<file path="src/rtl/fifo_pkg.sv">
// fifo_pkg: shared sizing helpers and threshold range checks for the fifo_queue_v2 slice.
package fifo_pkg;
  function automatic int unsigned depth_of(input int unsigned aw);
    return 32'd1 << aw;
  endfunction
  function automatic int unsigned clog2(input int unsigned v);
    int unsigned r = 0;
    while ((32'd1 << r) < v) r++;
    return r;
  endfunction
  function automatic int unsigned max_u(input int unsigned a, input int unsigned b);
    return a > b ? a : b;
  endfunction
  function automatic bit thresh_ok(input int unsigned af, input int unsigned ae, input int unsigned depth);
    return af >= 1 && af <= depth && ae <= depth - 1;
  endfunction
endpackage

</file>
<file path="src/rtl/fifo_regfile.sv">
// fifo_regfile: DEPTH x DATA_WIDTH storage, one synchronous write port, one asynchronous read port.
module fifo_regfile #(
  parameter int DATA_WIDTH = 8,
  parameter int ADDR_WIDTH = 2
) (
  input  logic                  clk,
  input  logic                  we,
  input  logic [ADDR_WIDTH-1:0] waddr,
  input  logic [DATA_WIDTH-1:0] wdata,
  input  logic [ADDR_WIDTH-1:0] raddr,
  output logic [DATA_WIDTH-1:0] rdata
);
  logic [DATA_WIDTH-1:0] mem [1 << ADDR_WIDTH];
  always_ff @(posedge clk)
    if (we) mem[waddr] <= wdata;
  assign rdata = mem[raddr];
endmodule

</file>
<file path="src/rtl/fifo_queue_v2.sv">
// fifo_queue_v2: FWFT circular FIFO with thresholds, sticky errors and peak occupancy.
// Optional empty bypass enabled by defining FIFO_BYPASS_EN.
module fifo_queue_v2
  import fifo_pkg::*;
#(
  parameter int DATA_WIDTH = 8,
  parameter int ADDR_WIDTH = 2,
  parameter int AF_THRESH  = 3,
  parameter int AE_THRESH  = 1
) (
  input  logic                  clk,
  input  logic                  reset,
  input  logic                  flush_IN,
  input  logic                  pushReq_IN,
  input  logic [DATA_WIDTH-1:0] data_IN,
  input  logic                  popReq_IN,
  output logic [DATA_WIDTH-1:0] data_OUT,
  output logic                  emptyFlag_OUT,
  output logic                  fullFlag_OUT,
  output logic                  almostEmpty_OUT,
  output logic                  almostFull_OUT,
  output logic [ADDR_WIDTH:0]   count_OUT,
  output logic [ADDR_WIDTH:0]   peakCount_OUT,
  output logic                  overflow_OUT,
  output logic                  underflow_OUT,
  input  logic                  clrErr_IN
);
  localparam int DEPTH = int'(depth_of(ADDR_WIDTH));
  localparam int CNT_W = ADDR_WIDTH + 1;
  if (!thresh_ok(AF_THRESH, AE_THRESH, DEPTH)) begin : g_bad_thresh
    $error("fifo_queue_v2: AF_THRESH/AE_THRESH out of range");
  end
  logic [ADDR_WIDTH-1:0] head, tail;
  logic [CNT_W-1:0] cnt, cnt_nxt, peak;
  logic [DATA_WIDTH-1:0] rd_data;
  logic ovf, unf, empty, full, byp, valid_pop, valid_push, wr, rd;
  assign empty = cnt == '0;
  assign full  = cnt == CNT_W'(DEPTH);
`ifdef FIFO_BYPASS_EN
  assign byp = empty & pushReq_IN;
`else
  assign byp = 1'b0;
`endif
  assign valid_pop  = popReq_IN & (!empty | byp);
  assign valid_push = pushReq_IN & (!full | valid_pop);
  // a bypassed word is consumed straight from data_IN, so storage is left untouched
  assign wr = valid_push & !(byp & popReq_IN) & !flush_IN;
  assign rd = valid_pop & !byp & !flush_IN;
  assign cnt_nxt = flush_IN ? '0 : cnt + CNT_W'(wr) - CNT_W'(rd);
  fifo_regfile #(.DATA_WIDTH(DATA_WIDTH), .ADDR_WIDTH(ADDR_WIDTH)) u_regfile (
    .clk(clk), .we(wr), .waddr(tail), .wdata(data_IN), .raddr(head), .rdata(rd_data)
  );
  always_ff @(posedge clk or posedge reset)
    if (reset) begin
      head <= '0;
      tail <= '0;
      cnt  <= '0;
      peak <= '0;
      ovf  <= 1'b0;
      unf  <= 1'b0;
    end else begin
      if (flush_IN) begin
        head <= '0;
        tail <= '0;
      end else begin
        if (wr) tail <= tail + 1'b1;
        if (rd) head <= head + 1'b1;
      end
      cnt  <= cnt_nxt;
      peak <= clrErr_IN ? cnt_nxt : CNT_W'(max_u(peak, cnt_nxt));
      ovf  <= (pushReq_IN & !valid_push & !flush_IN) | (ovf & !clrErr_IN);
      unf  <= (popReq_IN & !valid_pop & !flush_IN) | (unf & !clrErr_IN);
    end
  assign data_OUT        = byp ? data_IN : empty ? '0 : rd_data;
  assign emptyFlag_OUT   = empty;
  assign fullFlag_OUT    = full;
  assign almostEmpty_OUT = cnt <= CNT_W'(AE_THRESH);
  assign almostFull_OUT  = cnt >= CNT_W'(AF_THRESH);
  assign count_OUT       = cnt;
  assign peakCount_OUT   = peak;
  assign overflow_OUT    = ovf;
  assign underflow_OUT   = unf;
endmodule

</file>
<file path="config.mk">
export PLATFORM = sky130hd
export DESIGN_NAME = fifo_queue_v2
export DESIGN_NICKNAME = d
export VERILOG_FILES = /design/src/rtl/fifo_pkg.sv /design/src/rtl/fifo_regfile.sv /design/src/rtl/fifo_queue_v2.sv
export SDC_FILE = /design/constraint.sdc
export NUM_CORES = 1
export LEC_CHECK = 0
export BUFFER_PORTS_ARGS = -buffer_cell sky130_fd_sc_hd__buf_2
export CAP_MARGIN = 5
export CORE_MARGIN = 3
export CORE_UTILIZATION = 55
export DETAILED_ROUTE_END_ITERATION = 10
export HOLD_SLACK_MARGIN = 0.15
export PLACE_DENSITY = 0.76
export SLEW_MARGIN = 20
export SYNTH_ARGS = -nofsm -noshare
export SYNTH_HDL_FRONTEND = slang
export SYNTH_SLANG_ARGS = --single-unit
</file>
<file path="constraint.sdc">
create_clock -name clk -period 4.12 [get_ports clk]
set_input_delay 0.824 -clock clk [delete_from_list [all_inputs] [get_ports clk]]
set_output_delay 0.824 -clock clk [all_outputs]
set_load 0.05 [all_outputs]
</file>
After elaboration in Yosys (flattened, before gate mapping)
Memories as Yosys holds them, arrays and structs flattened.
Index checks and enable logic that the tools add are counted.
{"block": "totals", "ram_bits": 32, "memories": 1, "reg_bits": 12}
{"name": "u_regfile.mem", "words": 4, "word_bits": 8, "rd": 1, "rd_ports_with_merged_regs": 0, "wr": 1, "line": "fifo_regfile.sv:13", "rtl": "logic [DATA_WIDTH-1:0] mem [1 << ADDR_WIDTH];"}
{"block": "op_classes", "magnitude_cmp": 3, "addsub": 4, "n_reduce_logical": 9, "n_eq_ne": 2, "bitwise_logic": 13, "mux": 10}
{"cell": "1-bit AND", "n": 10}
{"cell": "3-bit two-way mux", "n": 3}
{"cell": "2-bit two-way mux", "n": 4}
{"cell": "8-bit two-way mux", "n": 1}
{"cell": "1-bit logical NOT", "n": 6}
{"cell": "2-bit by 1-bit adder with 2-bit output, second input constant", "n": 2}
{"cell": "2-bit nonzero test", "n": 2}
{"cell": "3-bit by 1-bit adder with 3-bit output", "n": 1}
{"cell": "3-bit equality test, second input constant", "n": 1}
{"cell": "3-bit by 2-bit >= comparator with 1-bit output, second input constant", "n": 1}
{"cell": "3-bit greater-than comparator", "n": 1}
{"cell": "3-bit by 1-bit <= comparator with 1-bit output, second input constant", "n": 1}
{"cell": "3-bit logical NOT", "n": 1}
{"cell": "1-bit bitwise OR", "n": 3}
{"cell": "3-bit by 1-bit subtractor with 3-bit output", "n": 1}
{"cell": "1-bit two-way mux", "n": 2}
{"cell": "2-bit inequality test, second input constant", "n": 1}

Longest topological paths before layout
{"block": "logic_depth", "word_depth": 12, "mapped_depth": 16, "ltp_nobuf": 16}

Hierarchy
From an unflattened synthesis, not the netlist that was laid out.
{"block": "hier_totals", "hier_cells": 126, "hier_area_um2": 1950.6}
{"mod": "fifo_regfile", "cells_each": 46, "area_per_inst_um2": 1188.6, "instances": 1}
{"mod": "fifo_queue_v2", "cells_each": 80, "area_per_inst_um2": 762.0, "instances": 1}

Worst setup path before layout
OpenSTA, ideal clock, no wires.
{"block": "synth_path", "path_type": "input-to-reg", "from": "in popReq_IN", "to": "reg peak[0], in the netlist peakCount_OUT[0]", "arrival_time_ns": 3.665, "stages": 16, "setup_time_ns": 0.125, "slack_ns": 0.330, "path_cell_list": "or4b_4 > nor3b_4 > inv_1 > ha_1 > inv_1 > ha_1 > inv_1 > fa_1 > xnor2_1 > nor2_1 > inv_1 > ha_1 > nand3_1 > o21ai_0 > or3_1 > mux2_2"}
{"block": "synth_between", "elab_chain_cells": 9, "elab_cells_between_ends": 12, "cone_classes": "2 x add/sub; 1 x order compare; 1 x eq/ne; 3 x mux; 5 x bitwise"}
{"element": "start, declared", "line": "fifo_queue_v2.sv:16", "rtl": "input logic popReq_IN,"}
{"element": "1-bit AND *", "line": "fifo_queue_v2.sv:44", "rtl": "assign valid_pop = popReq_IN & (!empty | byp);"}
{"element": "1-bit bitwise OR", "line": "fifo_queue_v2.sv:45", "rtl": "assign valid_push = pushReq_IN & (!full | valid_pop);"}
{"element": "1-bit AND", "line": "fifo_queue_v2.sv:45"}
{"element": "1-bit AND", "line": "fifo_queue_v2.sv:47", "rtl": "assign wr = valid_push & !(byp & popReq_IN) & !flush_IN;"}
{"element": "3-bit by 1-bit adder with 3-bit output", "line": "fifo_queue_v2.sv:49", "rtl": "assign cnt_nxt = flush_IN ? '0 : cnt + CNT_W'(wr) - CNT_W'(rd);"}
{"element": "3-bit by 1-bit subtractor with 3-bit output *", "line": "fifo_queue_v2.sv:49"}
{"element": "3-bit two-way mux *", "line": "fifo_queue_v2.sv:49"}
{"element": "named net cnt_nxt[2]", "line": "fifo_queue_v2.sv:34", "rtl": "logic [CNT_W-1:0] cnt, cnt_nxt, peak;"}
{"element": "3-bit greater-than comparator *", "line": "fifo_pkg.sv:12", "rtl": "return a > b ? a : b;"}
{"element": "2-bit inequality test (no line) *"}
{"element": "end signal, assigned", "line": "fifo_queue_v2.sv:70", "rtl": "peak <= clrErr_IN ? cnt_nxt : CNT_W'(max_u(peak, cnt_nxt));"}
{"element": "end, declared", "line": "fifo_queue_v2.sv:34"}
Mark *: on every way through the listed nets, which the timed path passes. The rest lies on a longest branch. The select of a mux whose other input is x is not followed.
A chain may end at the register's enable or synchronous reset.

Worst setup path after layout
{"block": "layout_path", "from": "in popReq_IN", "to": "reg peak[1], in the netlist peakCount_OUT[1]"}
Same word-level chain as after synthesis.

==> metrics.yaml <==
cts_max_path_buffers: 2
cts_setup_buffers: 0
leakage_nw: 0.9391
coreArea_um2: 3416
gr-total-overflow: 0
fmax_mhz: 268.5
powerDensity_nw_per_um2: 639.9
status: "completed"
finalHoldViolCount: 0
setup_viol: 0
r2r_start: "count_OUT[1]$_DFF_PP0_"
dieWidth_um: 66.37
regArea_um2: 1261
end_kind: "register"
postSynthRegisterBits: 44
worst_pin_slew_ps: 621.6
rsz0062_at_grt: "no"
antenna_left: 0
syn_nets: 159
yosysWarnings: 0
synth_ff_type: "edfxtp_1"
timing.final.crit_share_pct: 90.39
critPathKind: "input pin to register"
portBuffers: 33
clk_latency_ps: 340
die_area_um2: 4405
tns_ps: 0
critPathLaunchType: "input pin"
detailed_place_hpwl_um: 2566
required_ps: 4360
ys_async_sr_fraction_pct: 27.27
post_cts_resized: 0
netlist_area_um2: 2004
crit_slowest_cell: "or4b_4"
fin_nets: 196
syn_inst: 132
n_fill_cell: 266
numCtsBuffers: 5
path_clk_slew_ps: 120
routed_wl_um: 3467
die_h_um: 66.37
cts_tree: "built"
htree_num_levels: 2
routabilityCongestion: 0.8241
initial_core_util_pct: 58.68
synth_edf_count: 32
vdd_drop_max_v: 0.0002869
max_cap_viol_count: 0
drive_gt1_share_pct: 31.76
hold_path_class: "input pin to asynchronous set/reset pin"
track_usage_pct: 18.41
viasPerCell: 5.319
cts_root_buf: "clkbuf_4"
antenna_found_initial: 0
worstPathArrival_ps: 3960
path_cells: "buf_2 > or4b_4 > nor3b_4 > inv_1 > ha_1 > inv_1 > ha_1 > inv_1 > fa_1 > xnor2_1 > nor2_1 > inv_1 > ha_1 > nand3_1 > o21ai_0 > or3_1 > mux2_2"
ioPinCount: 34
vias: 1149
synth_top_area_share_pct: 47.94
crit_path_start: "popReq_IN"
route.detailed.drc: 0
core.rowCount: 21
period_minus_slack_ps: 3724
grt_max_degree: 14
worstPathMaxFanout: 5
hold_buffers: 0
multi_input_area_um2: 659.4
ys_top_cells_by_area: "edfxtp_1 (48%), dfrtp_1 (15%), mux4_2 (9.0%)"
maxSlewHeadroom_pct: 58.56
diodes: 0
ys_seq_area_share_pct: 62.92
cp_num_buf_inv: 5
clock_skew_ps: 6.738
drt_iter0_drc: 50
cts.sinks: 44
first_pass_iters: 4
yosysTopAreaCell: "edfxtp_1"
first_global_vias: 1148
cpPeakStageDelay_ps: 510
synth_area_per_cell_um2: 15.19
cp_common_cell: "inv_1"
slew_viol_final: 0
grt_pass1_wl_um: 5727
syn_to_final_growth_pct: 13.11
critPathTopFamily: "simple AND/OR/NAND/NOR gates"
wl_per_cell_um: 16.05
hold_ws_ps: 470.2
ys_types: 28
-- placed cells by master, fill, tap and decap left out, types with 2 or more instances in the layout --
master / Yosys / layout
edfxtp_1: 32 / 32
xnor2_1: 2 / 2
nand3_1: 3 / 3
nand2_1: 4 / 4
inv_1: 17 / 17
o32ai_1: 2 / 2
mux2_2: 3 / 3
mux4_2: 8 / 8
or3_1: 2 / 2
dfrtp_1: 12 / 12
nor2_1: 6 / 6
clkbuf_4: 0 / 5
ha_1: 12 / 12
xor2_1: 2 / 2
and2_1: 12 / 12
o21ai_0: 2 / 2
buf_2: 1 / 33
-- stage by stage --
stage          instances  area, um^2  setup WS (ps)  util, %  total power [mW]
6_report             216        2267          395.8    66.37             1.451
3_5_place_dp         208        2215          29.37    64.84             1.274
5_1_grt              216        2267          169.1    66.37             1.541
2_1_floorplan        132        2004          330.3        -             1.114
3_3_place_gp         208        2215          113.9    64.84             1.251
4_1_cts              216        2267          407.2    66.37             1.465
-- cells by family (layout without fill, tap and decap cells) --
group	count (synthesis)	count (layout)	synth area share [%]
flip-flops	44	44	62.92
multiplexers	11	11	10.67
AO/OA/AOI/OAI	7	7	2.497
XOR/XNOR	4	4	1.748
adder cells (fa/ha/maj)	13	13	8.489
AND/OR/NAND/NOR	32	32	9.488
buffers and inverters	21	59	4.182
-- registers in the layout, summed over array words and instances (netlist names) --
register       flops
u_regfile.mem     32
count_OUT          3
peakCount_OUT      3
head               2
tail               2
overflow_OUT       1
underflow_OUT      1
-- where the power goes --
group	switching [mW]	internal (mW)
clock network	0.128	0.0651
registers	0.0585	0.521
logic	0.456	0.222
-- layout make-up --
| type | count | share of cell area (%) |
|---|---|---|
| sequential | 44 | 55.63 |
| tap | 46 | 2.539 |
| inverter | 17 | 2.815 |
| clock inverter | 2 | 0.4967 |
| timing repair buffer | 34 | 7.616 |
| clock buffer | 6 | 1.821 |
| multi-input combinational | 67 | 29.08 |
-- routing by layer --
metal / wire [um] / global-route usage (%) / up-vias / share of wire (%)
met5: 0 / 0 / - / 0
met4: 45 / 5.330 / 0 / 1.3
met3: 171 / 5.102 / 6 / 4.9
met2: 1761 / 30.86 / 34 / 51
met1: 1488 / 23.33 / 567 / 43
li1: - / - / 542 / -
-- worst paths after layout --
path,to,slack [ps],depth (start not counted)
worst max-delay path,peakCount_OUT[1]$_DFFE_PP0P_,400,17
worst min-delay path,peakCount_OUT[2]$_DFFE_PP0P_,470,2
worst max register to register,peakCount_OUT[1]$_DFFE_PP0P_,410,16
worst min register to register,overflow_OUT$_DFF_PP0_,540,2
max in group asynchronous,tail[0]$_DFFE_PP0P_,3320,2
min in group clk,overflow_OUT$_DFF_PP0_,540,2
-- synth_stat cells, types with 2 or more instances --
master    count
and2_1       12
mux2_2        3
xnor2_1       2
nand3_1       3
nor2_1        6
xor2_1        2
nand2_1       4
dfrtp_1      12
o21ai_0       2
o32ai_1       2
inv_1        17
mux4_2        8
edfxtp_1     32
ha_1         12
or3_1         2
-- worst register-to-register path, delay by kind of cell, from the launching register on --
| kind | cells | cell delay, ps |
|---|---|---|
| buffers and inverters | 4 | 230 |
| flip-flops | 1 | 500 |
| AO/OA/AOI/OAI | 1 | 70 |
| XOR/XNOR | 1 | 130 |
| AND/OR/NAND/NOR | 5 | 1400 |
| multiplexers | 1 | 300 |
| adder cells (fa/ha/maj) | 4 | 990 |
No activity file was read; power rests on OpenSTA's default activity.
